<file path="src/rtl/bk_adder_seq_ctrl.sv">
// Multi-precision add sequencer: one 32-bit Brent-Kung adder time-shared over NWORDS cycles, LSW first.
// Optional subtract mode (in_sub port) enabled by defining BK_SEQ_SUB_EN.
module bk_adder_32bit (
    input  logic [31:0] a,
    input  logic [31:0] b,
    input  logic        cin,
    output logic [31:0] sum,
    output logic        cout
);
    logic [31:0] p0;
    logic [31:0] g;
    logic [31:0] p;

    // Prefix network as vector ops: each mask selects the nodes combined at that level.
    always_comb begin
        p0 = a ^ b;
        g  = a & b;
        g[0] = g[0] | (p0[0] & cin);
        p  = p0;
        g = g | (32'hAAAA_AAAA & p & (g << 1));  p = p & (~32'hAAAA_AAAA | (p << 1));
        g = g | (32'h8888_8888 & p & (g << 2));  p = p & (~32'h8888_8888 | (p << 2));
        g = g | (32'h8080_8080 & p & (g << 4));  p = p & (~32'h8080_8080 | (p << 4));
        g = g | (32'h8000_8000 & p & (g << 8));  p = p & (~32'h8000_8000 | (p << 8));
        g = g | (32'h8000_0000 & p & (g << 16)); p = p & (~32'h8000_0000 | (p << 16));
        g = g | (32'h0080_0000 & p & (g << 8));  p = p & (~32'h0080_0000 | (p << 8));
        g = g | (32'h0808_0800 & p & (g << 4));  p = p & (~32'h0808_0800 | (p << 4));
        g = g | (32'h2222_2220 & p & (g << 2));  p = p & (~32'h2222_2220 | (p << 2));
        g = g | (32'h5555_5554 & p & (g << 1));
        sum  = p0 ^ {g[30:0], cin};
        cout = g[31];
    end
endmodule

module bk_adder_seq_ctrl #(
    parameter int NWORDS = 4,
    localparam int W = 32 * NWORDS
) (
    input  logic         clk,
    input  logic         rst_n,
    input  logic         in_valid,
    output logic         in_ready,
    input  logic [W-1:0] in_a,
    input  logic [W-1:0] in_b,
    input  logic         in_cin,
`ifdef BK_SEQ_SUB_EN
    input  logic         in_sub,
`endif
    output logic         out_valid,
    input  logic         out_ready,
    output logic [W-1:0] out_sum,
    output logic         out_cout,
    output logic         busy
);
    localparam int IW = (NWORDS > 1) ? $clog2(NWORDS) : 1;

    typedef enum logic [1:0] {IDLE, RUN, DONE} state_t;

    state_t                  state_q, state_d;
    logic [IW-1:0]           idx_q, idx_d;
    logic                    carry_q, carry_d;
    logic [NWORDS-1:0][31:0] a_q, a_d, b_q, b_d, sum_q, sum_d;
    logic [W-1:0]            out_sum_q, out_sum_d;
    logic                    out_cout_q, out_cout_d;
    logic                    out_valid_q, out_valid_d;
    logic                    in_ready_q, in_ready_d;
    logic                    busy_q, busy_d;
    logic [31:0]             add_sum;
    logic                    add_cout;

    bk_adder_32bit u_add (
        .a    (a_q[idx_q]),
        .b    (b_q[idx_q]),
        .cin  (carry_q),
        .sum  (add_sum),
        .cout (add_cout)
    );

    always_comb begin
        state_d     = state_q;
        idx_d       = idx_q;
        carry_d     = carry_q;
        a_d         = a_q;
        b_d         = b_q;
        sum_d       = sum_q;
        out_sum_d   = out_sum_q;
        out_cout_d  = out_cout_q;
        out_valid_d = out_valid_q;
        in_ready_d  = in_ready_q;
        busy_d      = busy_q;
        case (state_q)
            IDLE: if (in_valid) begin
                a_d        = in_a;
`ifdef BK_SEQ_SUB_EN
                // Subtract as a + ~b + 1; out_cout=1 then means no borrow.
                b_d        = in_sub ? ~in_b : in_b;
                carry_d    = in_sub ? 1'b1 : in_cin;
`else
                b_d        = in_b;
                carry_d    = in_cin;
`endif
                idx_d      = '0;
                state_d    = RUN;
                in_ready_d = 1'b0;
                busy_d     = 1'b1;
            end
            RUN: begin
                sum_d[idx_q] = add_sum;
                carry_d      = add_cout;
                if (idx_q == IW'(NWORDS - 1)) begin
                    state_d     = DONE;
                    idx_d       = '0;
                    out_sum_d   = sum_d;
                    out_cout_d  = add_cout;
                    out_valid_d = 1'b1;
                end else begin
                    idx_d = idx_q + 1'b1;
                end
            end
            DONE: if (out_ready) begin
                state_d     = IDLE;
                out_valid_d = 1'b0;
                in_ready_d  = 1'b1;
                busy_d      = 1'b0;
            end
            default: state_d = IDLE;
        endcase
    end

    always_ff @(posedge clk or negedge rst_n) begin
        if (!rst_n) begin
            state_q     <= IDLE;
            idx_q       <= '0;
            carry_q     <= 1'b0;
            a_q         <= '0;
            b_q         <= '0;
            sum_q       <= '0;
            out_sum_q   <= '0;
            out_cout_q  <= 1'b0;
            out_valid_q <= 1'b0;
            in_ready_q  <= 1'b1;
            busy_q      <= 1'b0;
        end else begin
            state_q     <= state_d;
            idx_q       <= idx_d;
            carry_q     <= carry_d;
            a_q         <= a_d;
            b_q         <= b_d;
            sum_q       <= sum_d;
            out_sum_q   <= out_sum_d;
            out_cout_q  <= out_cout_d;
            out_valid_q <= out_valid_d;
            in_ready_q  <= in_ready_d;
            busy_q      <= busy_d;
        end
    end

    assign in_ready  = in_ready_q;
    assign out_valid = out_valid_q;
    assign out_sum   = out_sum_q;
    assign out_cout  = out_cout_q;
    assign busy      = busy_q;
endmodule
</file>
<file path="config.mk">
export PLATFORM = sky130hd
export DESIGN_NAME = bk_adder_seq_ctrl
export DESIGN_NICKNAME = d
export VERILOG_FILES = /design/src/rtl/bk_adder_seq_ctrl.sv
export SDC_FILE = /design/constraint.sdc
export NUM_CORES = 1
export LEC_CHECK = 0
export CAP_MARGIN = 10
export CORE_UTILIZATION = 33
export CTS_CLUSTER_SIZE = 10
export DETAILED_ROUTE_END_ITERATION = 6
export GPL_ROUTABILITY_DRIVEN = 1
export PLACE_DENSITY_LB_ADDON = 0.08
export SLEW_MARGIN = 20
export SYNTH_ARGS = -nofsm -noshare
export SYNTH_HDL_FRONTEND = slang
export SYNTH_HIERARCHICAL = 1
export SYNTH_SLANG_ARGS = --single-unit
</file>
<file path="constraint.sdc">
create_clock -name clk -period 9.2 [get_ports clk]
set_input_delay 1.38 -clock clk [delete_from_list [all_inputs] [get_ports clk]]
set_output_delay 1.38 -clock clk [all_outputs]
set_load 0.005 [all_outputs]
</file>
* Word-level counts from Yosys, hierarchy flattened
Cells that the tools add are included.
Cells by class: eq/ne operators 6, muxes and demuxes 24, bitwise logic cells 31, $lt $le $gt $ge 2, add/sub/neg operators 1, reduce and logical (&&, ||, !) cells 11
Operators with widths (number):
- AND 32 bit | 10
- OR 32 bit | 9
- binary-select mux 32 bit (select 2 bit) | 2
- bitwise mux 128 bit | 1
- 2-to-1 mux 32 bit | 3
- AND 31 bit | 3
- demux 32 bit (select 2 bit) | 1
- XOR 32 bit | 2
- AND 24 x 32 -> 32 bit | 1
- AND 28 x 32 -> 32 bit | 1
- AND 30 x 32 -> 32 bit | 1
- AND 31 x 32 -> 32 bit | 1
- AND 31 bit (second input constant) | 1
- 2-to-1 mux 2 bit | 5
- AND reduction 3 bit | 3
- one-hot mux 1 bit (2 select lines) | 4
- 2-to-1 mux 1 bit | 6
- != test 2 bit (second input constant) | 3
- one-hot mux 2 bit (3 select lines) | 1
- AND reduction 2 bit | 3
- nonzero test 2 bit | 3
- equality test 2 bit (second input constant) | 2
- one-hot mux 2 bit (2 select lines) | 1
- less-than comparator 2 x 3 -> 1 bit (second input constant) | 1
- other kinds (7) | 7
Storage, ports and cells: logic and storage cells 95, bits in registers 521

* Logic depth before layout (Yosys ltp)
Gate-level depths: netlist of run 1.
depth after elaboration 25, gate-level depth with buffers 17

* By module
The synthesis of run 1 kept the hierarchy.
By module, submodules not included:
- bk_adder_seq_ctrl | times used 1, cells each 1399, area an instance 21529.4 µm²
- bk_adder_32bit | times used 1, cells each 151, area an instance 1355.0 µm²

* Worst setup path before layout of run 1
No wires, ideal clock.
kind reg2reg, start register idx_q[0], end register out_sum_q[19] (netlist: out_sum[19]), cell stages (with the launch flop) 17, clock period less this slack 4020 ps, setup slack 5180 ps, arrival 3938 ps, path through dfrtp_1 -> clkbuf_1 -> buf_2 -> mux4_2 -> inv_1 -> fa_1 -> inv_1 -> fa_1 -> a211oi_2 -> o21ai_2 -> o2111ai_2 -> o22ai_2 -> a211o_1 -> fa_1 -> xor2_1 -> mux2i_1 -> o21ai_0
Between the ends: longest elaborated chain between the ends 22, elaborated cells on any way between the ends 43, those cells by class 2 x order compare; 1 x eq/ne; 7 x mux; 31 x bitwise; 2 x reduce/logical
Ends and longest elaborated chain:
- start, declared | line 59 | logic [IW-1:0] idx_q, idx_d;
- start signal, assigned | line 144 | idx_q <= idx_d;
- binary-select mux 32 bit (select 2 bit), on equally long branches | line 71, 72
- 2-to-1 mux 32 bit, on equally long branches | line 71, 72
- XOR 32 bit | line 16 | p0 = a ^ b;
- AND 1 bit | line 18 | g[0] = g[0] | (p0[0] & cin);
- OR 1 bit | line 18
- AND 32 bit | line 20 | g = g | (32'hAAAA_AAAA & p & (g << 1)); p = p & (~32'hAAAA_AAAA | (p << 1));
- OR 32 bit | line 20
- AND 32 bit | line 21 | g = g | (32'h8888_8888 & p & (g << 2)); p = p & (~32'h8888_8888 | (p << 2));
- [7 not listed]
- OR 32 bit | line 26 | g = g | (32'h0808_0800 & p & (g << 4)); p = p & (~32'h0808_0800 | (p << 4));
- AND 30 x 32 -> 32 bit | line 27 | g = g | (32'h2222_2220 & p & (g << 2)); p = p & (~32'h2222_2220 | (p << 2));
- OR 32 bit | line 27
- AND 31 x 32 -> 32 bit | line 28 | g = g | (32'h5555_5554 & p & (g << 1));
- OR 32 bit | line 28
- XOR 32 bit (*) | line 29 | sum = p0 ^ {g[30:0], cin};
- named net add_sum[19] | line 67 | logic [31:0] add_sum;
- bitwise mux 128 bit (*) | line 107 | sum_d[idx_q] = add_sum;
- end signal, assigned | line 149 | out_sum_q <= out_sum_d;
- end, declared | line 62 | logic [W-1:0] out_sum_q, out_sum_d;
Mark *: on every way through the listed nets, which the timed path passes. The rest lies on a longest branch. The select of a mux whose other input is x is not followed. A chain may end at the register's enable or synchronous reset.

* Final worst setup path of run 1
start register idx_q[0], end register out_sum_q[57] (netlist: out_sum[57])
Between the ends: longest elaborated chain between the ends 22, elaborated cells on any way between the ends 43, those cells by class 2 x order compare; 1 x eq/ne; 7 x mux; 31 x bitwise; 2 x reduce/logical
Ends and longest elaborated chain:
- binary-select mux 32 bit (select 2 bit), on equally long branches | line 71, 72
- 2-to-1 mux 32 bit, on equally long branches | line 71, 72
- XOR 32 bit | line 16
- AND 1 bit | line 18
- OR 1 bit | line 18
- AND 32 bit | line 20
- OR 32 bit | line 20
- AND 32 bit or OR 32 bit (tied branches) | line 21
- [7 not listed]
- OR 32 bit (tied with other cells) | line 25 | g = g | (32'h0080_0000 & p & (g << 8)); p = p & (~32'h0080_0000 | (p << 8));
- OR 32 bit or AND 30 x 32 -> 32 bit (tied branches) | line 26, 27
- OR 32 bit | line 27
- AND 31 x 32 -> 32 bit | line 28
- OR 32 bit | line 28
- XOR 32 bit (*) | line 29
- named net add_sum[25] | line 67
- bitwise mux 128 bit (*) | line 107
Marks and branches as above.

==> impl_metrics.tcl, run 1 <==
set metrics [dict create \
    gp_congestion 0.748 \
    startpoint_type "register" \
    drc 0 \
    worstPathRequired_ps 9700 \
    cp.arrival_ps 5710 \
    tightest_slew_ps 1040 \
    cts_max_level 2 \
    final_layout_size_suffix_gt1_share_pct 27.3 \
    tritoncts "built" \
    synth_compound_area_share_pct 3.97 \
    ys_seq_area_share_pct 54.6 \
    path_cells "buf_4 > mux4_2 > ha_1 > a21oi_1 > o21ai_1 > a221oi_1 > a21boi_2 > inv_1 > fa_1 > xor2_1 > mux2i_1 > o21ai_0" \
    place_inst 2792 \
    syn_avg_cell_area_sq_um 14.8 \
    critPathLaunch "idx_q[0]$_DFFE_PN0P_" \
    io_buffer_count 392 \
    insertion_delay_ps 610 \
    holdCritPathClass "register to register" \
    pre_cts_ws_ps 3730 \
    setup_slack_ps 3990 \
    mostFrequentLayoutCells "496 x dfrtp_1, 391 x clkdlybuf4s50_1, 309 x mux2_2" \
    path_class "register to register" \
    initial_utilization_pct 33.4 \
    reg2reg_to "out_sum[57]$_DFFE_PN0P_" \
    die_width_um 265 \
    ctsHoldBuffers 0 \
    netlist.area_leader.share_pct 54.5 \
    synth_cell_types 55 \
    syn_inst 1550 \
    finalCritPeriodShare_pct 56.6 \
    rsz0062_at_grt "false" \
    vias 13700 \
    synthArstFlopShare_pct 100 \
    p_leak_nw 12.2 \
    path_clk_slew_ps 50 \
    whs_ps 473 \
    period_needed_ps 5210 \
    synth_ff_type "dfrtp_1" \
    grt-ovfl-total 0 \
    slowest_stage "dfrtp_4" \
    drtAntennaViolNets 0 \
    worst-path-max-fanout 41 \
    synth_edf_count 0 \
    fin_tns_setup_ps 0 \
    syn2layout_area_growth_pct 26.9 \
    mostFrequentLayoutCell "dfrtp_1" \
    max_freq_mhz 192 \
    ys_warn_count 6 \
    ff2ff_setup_slack_ps 3990 \
    end_kind "register" \
    cts_buffers 58 \
    fin_cells 2888 \
    fp-row-count 96 \
    yosys.area_share.adder_pct 3.40 \
    crit_end "out_sum[57]$_DFFE_PN0P_" \
    status "finished clean" \
    grt_max_degree 125 \
    syn_nets 1863 \
    wl_per_cell_um 21.5 \
    r2r_cells 12 \
    synth-simple-area-share_pct 2.86 \
    slew_violations 0 \
    via_per_inst 4.76 \
    routed_wl_mm 62.0 \
    track_usage_pct 17.8 \
    synth.ff_latch_count 499 \
    rr_startpoint "idx_q[0]$_DFFE_PN0P_" \
    synth_top_family_by_area "multiplexers" \
    synth_area_leaders "dfrtp_1 54%, mux2_2 15%, mux4_2 6.3%" \
    final_hold_viol_count 0 \
    synthMuxAreaShare_pct 30.7 \
    antenna_found_initial 23 \
    maxSlewHeadroom_pct 30.9 \
    die_y_um 265 \
    pwr_density_cell_nw_per_um2 473 \
    cts_setup_buffers 0 \
    drt_iter0_markers 563 \
    yosysTopAreaCell "dfrtp_1" \
    p_total_mw 13.7 \
    cts_resized 0 \
    core_area_sq_um 68600 \
    grt_pass1_wl_mm 94.2 \
    cts.sinks 499 \
    setup_viol 0 \
    clockBufferDepth 3 \
    place_hpwl_mm 43.5 \
    finClkSkew_ps 14.6 \
    nNetsFinal 2235 \
    synth_xor_area_share_pct 0.574 \
    cts-root-buf "clkbuf_16" \
    grt_pass1_vias 14800 \
    slowest_delay_ps 990 \
    dieArea_sq_um 70400 \
    syn_area_sq_um 22900 \
    ir_drop_mv 0.247 \
    cap_violations 0 \
    drtPass1Iterations 5 \
    fill_cells 6374 \
    ios 393 \
]
-- worst min-delay path by stage --
stage                            start                       to  depth (start not counted)
4_1_cts           in_ready$_DFFE_PN1P_     in_ready$_DFFE_PN1P_                          2
3_5_place_dp      in_ready$_DFFE_PN1P_     in_ready$_DFFE_PN1P_                          2
3_3_place_gp      in_ready$_DFFE_PN1P_     in_ready$_DFFE_PN1P_                          2
2_1_floorplan      a_q[95]$_DFFE_PN0P_      a_q[95]$_DFFE_PN0P_                          1
5_1_grt            a_q[95]$_DFFE_PN0P_      a_q[95]$_DFFE_PN0P_                          1
6_report       out_sum[68]$_DFFE_PN0P_  out_sum[68]$_DFFE_PN0P_                          2
-- stage by stage --
| stage | instance area (sq um) | util [%] |
|---|---|---|
| 6_report | 29000 | 42.3 |
| 5_1_grt | 29000 | 42.3 |
| 4_1_cts | 29000 | 42.3 |
| 3_5_place_dp | 27300 | 39.9 |
| 3_3_place_gp | 27300 | 39.9 |
| 2_1_floorplan | 22900 | - |
-- cells by family (layout without fill, tap and decap cells) --
family	Yosys count	after routing
muxes	554	554
DFF	499	499
AOI/OAI and AO/OA	160	160
and+or+nand+nor	143	143
buffers and inverters	127	523
adders and majority gates	52	52
xor gates and xnor gates	15	15
other	0	11
-- synthesized netlist by cell type (2+ instances only) --
library cell	instances
o21ai_1	5
o21ai_2	2
o21bai_1	3
buf_1	2
buf_6	38
nand2_1	119
ha_1	35
fa_1	17
nand4_1	4
mux2i_1	106
xor2_1	10
buf_2	20
a21o_1	4
dfrtp_1	498
buf_8	6
mux4_2	64
nand2_4	3
a22o_1	2
xnor2_1	5
mux2_4	50
mux2_1	25
inv_1	32
a221oi_1	2
a21oi_1	16
nor2_1	2
clkbuf_1	15
mux2_2	309
o21a_1	2
o21ai_0	112
nand2b_1	4
buf_4	14
-- sequential cells by signal (all words and copies together), names as in the netlist --
name / count
a_q: 128
b_q: 128
out_sum: 128
sum_q: 106
idx_q: 2
state_q: 2
busy: 1
carry_q: 1
in_ready: 1
out_cout: 1
out_valid: 1
-- critical path: cells and delay by family (launching register included) --
family,cells,cell delay [ps]
AOI/OAI and AO/OA,5,1330
DFF,1,990
buffers and inverters,2,770
muxes,2,750
adders and majority gates,2,730
xor gates and xnor gates,1,520
-- layout make-up --
cell class | count | area, sq um | area share [%]
diodes | 11 | 27.5 | 0.0948
clock inverters | 3 | 15.0 | 0.0517
repair buffers | 407 | 4080 | 14.1
inverters | 32 | 120 | 0.414
well taps | 931 | 1160 | 4.01
multi-input cells | 924 | 9500 | 32.7
clock buffers | 81 | 1630 | 5.62
flip-flops and latches | 499 | 12500 | 43.0
-- report_power, final --
part	internal [mW]	switching, mW
sequential	3.33	0.679
clock	1.21	0.876
combinational	3.62	4.04
total	8.16	5.59
-- per-layer routing --
layer / share of wire, % / global-route usage (%) / routed length, um
met1: 46 / 24.1 / 28500
met2: 46 / 27.9 / 28700
met3: 5.6 / 4.95 / 3460
met4: 2.0 / 4.73 / 1260
met5: 0.26 / 0 / 160
(Power assumes the default switching activity.)
==> run 2: changes to the inputs <==
- clock period: 9.2 -> 4.64 ns (I/O delays scaled with it)
==> run 2 against run 1 <==
Cell area grew 0.70%; clock skew grew 5.3 ps; non-clock buffer count grew 15; die area is the same; worst setup slack lost 3600 ps; first-iteration DRC count grew 28%; worst hold slack lost 350 ps; critical path type unchanged.
==> impl_metrics.tcl, run 2 (synthesis gave the netlist of run 1 again) <==
set metrics [dict create \
    crit_family "compound AO/OA/AOI/OAI gates" \
    die_width_um 265 \
    core_area_sq_um 68600 \
    track_usage_pct 18.0 \
    die_y_um 265 \
    setup_viol 0 \
    initial_utilization_pct 33.4 \
    rsz0062_at_grt "false" \
    place_hpwl_mm 44.3 \
    mostFrequentLayoutCells "496 x dfrtp_1, 391 x clkdlybuf4s50_1, 309 x mux2_2" \
    drtAntennaViolNets 0 \
    gp_congestion 0.754 \
    drt_iter0_markers 721 \
    rr_startpoint "idx_q[0]$_DFFE_PN0P_" \
    worstPathRequired_ps 5160 \
    crit_path_frequent_cell "fa_1" \
    grt_max_degree 161 \
    final_hold_viol_count 0 \
    ctsHoldBuffers 0 \
    fin_util_pct 42.6 \
    clockBufferDepth 3 \
    wl_per_cell_um 21.6 \
    vias 13700 \
    slew_violations 0 \
    finClkSkew_ps 19.9 \
    dieArea_sq_um 70400 \
    holdCritPathClass "primary input to asynchronous set/reset pin" \
    fp-row-count 96 \
    nNetsFinal 2250 \
    maxSlewHeadroom_pct 27.7 \
    crit_end "out_sum[55]$_DFFE_PN0P_" \
    startpoint_type "register" \
    grt_pass1_wl_mm 95.1 \
    max_freq_mhz 236 \
    slowest_stage "mux4_2" \
    via_per_inst 4.73 \
    period_needed_ps 4230 \
    reg2reg_to "out_sum[55]$_DFFE_PN0P_" \
    r2r_cells 15 \
    path_clk_slew_ps 60 \
    grt-ovfl-total 0 \
    fill_cells 6303 \
    syn2layout_area_growth_pct 27.8 \
    path_class "register to register" \
    io_buffer_count 392 \
    cts-root-buf "clkbuf_16" \
    cap_violations 0 \
    ff2ff_setup_slack_ps 410 \
    cts_max_level 2 \
    mostFrequentLayoutCell "dfrtp_1" \
    status "finished clean" \
    insertion_delay_ps 610 \
    final_layout_size_suffix_gt1_share_pct 28.2 \
    crit_buf_inv 2 \
    routed_wl_mm 62.5 \
    drc 0 \
    cts.sinks 499 \
    grt_pass1_vias 14600 \
    drtPass1Iterations 4 \
    ios 393 \
    antenna_found_initial 32 \
    fin_tns_setup_ps 0 \
    tritoncts "built" \
    tightest_slew_ps 1080 \
    critPathLaunch "idx_q[0]$_DFFE_PN0P_" \
    path_cells "mux4_2 > inv_1 > fa_1 > inv_1 > fa_1 > a211oi_2 > o21ai_2 > o2111ai_2 > o22ai_2 > o2111ai_1 > nand2_1 > fa_1 > xor2_2 > mux2i_1 > o21ai_0" \
    worst-path-max-fanout 8 \
    cp.arrival_ps 4750 \
    end_kind "register" \
    slowest_delay_ps 520 \
    finalCritPeriodShare_pct 91.3 \
    cts_buffers 58 \
    cp.depth 15 \
]
==> run 2: cell types whose count changed in the layout (fill, tap and decap cells not counted) <==
cell       change
xnor2_1        +1
clkbuf_1       -2
diode_2        -2
buf_12         +6
inv_6          +1
clkinv_2       -1
xnor2_2        -1
clkbuf_8       +3
clkbuf_16      -2
xor2_1         -6
buf_4         +10
xor2_2         +6
buf_6          -1
==> run 2: worst min-delay path by stage <==
stage | slack (ps) | depth (start not counted) | to
after detailed placement | 470 | 2 | out_sum[60]$_DFFE_PN0P_
final | 120 | 1 | out_sum[28]$_DFFE_PN0P_
after global routing | 180 | 1 | out_sum[122]$_DFFE_PN0P_
after floorplan | 400 | 0 | a_q[0]$_DFFE_PN0P_
after global placement | 460 | 1 | a_q[11]$_DFFE_PN0P_
after CTS | 160 | 1 | out_sum[58]$_DFFE_PN0P_
==> run 2: what timing repair did <==
item,CTS,global route
resized for setup,0,6
setup endpoints to repair,0,18
setup buffers,0,0
==> run 2: final cells by class <==
cell class	count	area, sq um	share of cell area (%)
clock inverters	3	18.8	0.0642
repair buffers	422	4270	14.6
clock buffers	80	1620	5.52
well taps	931	1160	3.98
multi-input cells	924	9540	32.6
diodes	9	22.5	0.0770
inverters	32	120	0.411
flip-flops and latches	499	12500	42.7
==> run 2: metal layers <==
layer / up-vias / wire (um) / track usage [%]
li1: 6344 / - / -
met1: 6943 / 29000 / 25.4
met2: 276 / 28000 / 26.8
met3: 121 / 4110 / 5.34
met4: 42 / 1170 / 4.47
met5: - / 246 / 0
==> run 2: per-stage QoR <==
step	setup WS (ps)	cell area, sq um	instances	hold slack, ps
finish	405	29200	2900	125
global route	14.0	29200	2897	176
CTS	144	29200	2891	155
detailed placement	153	27500	2808	469
global placement	178	27500	2808	463
floorplan	620	22900	1550	400
Power of run 2 is not shown: default switching activity piles up to over one toggle a cycle in this logic, so the estimate is an artifact.
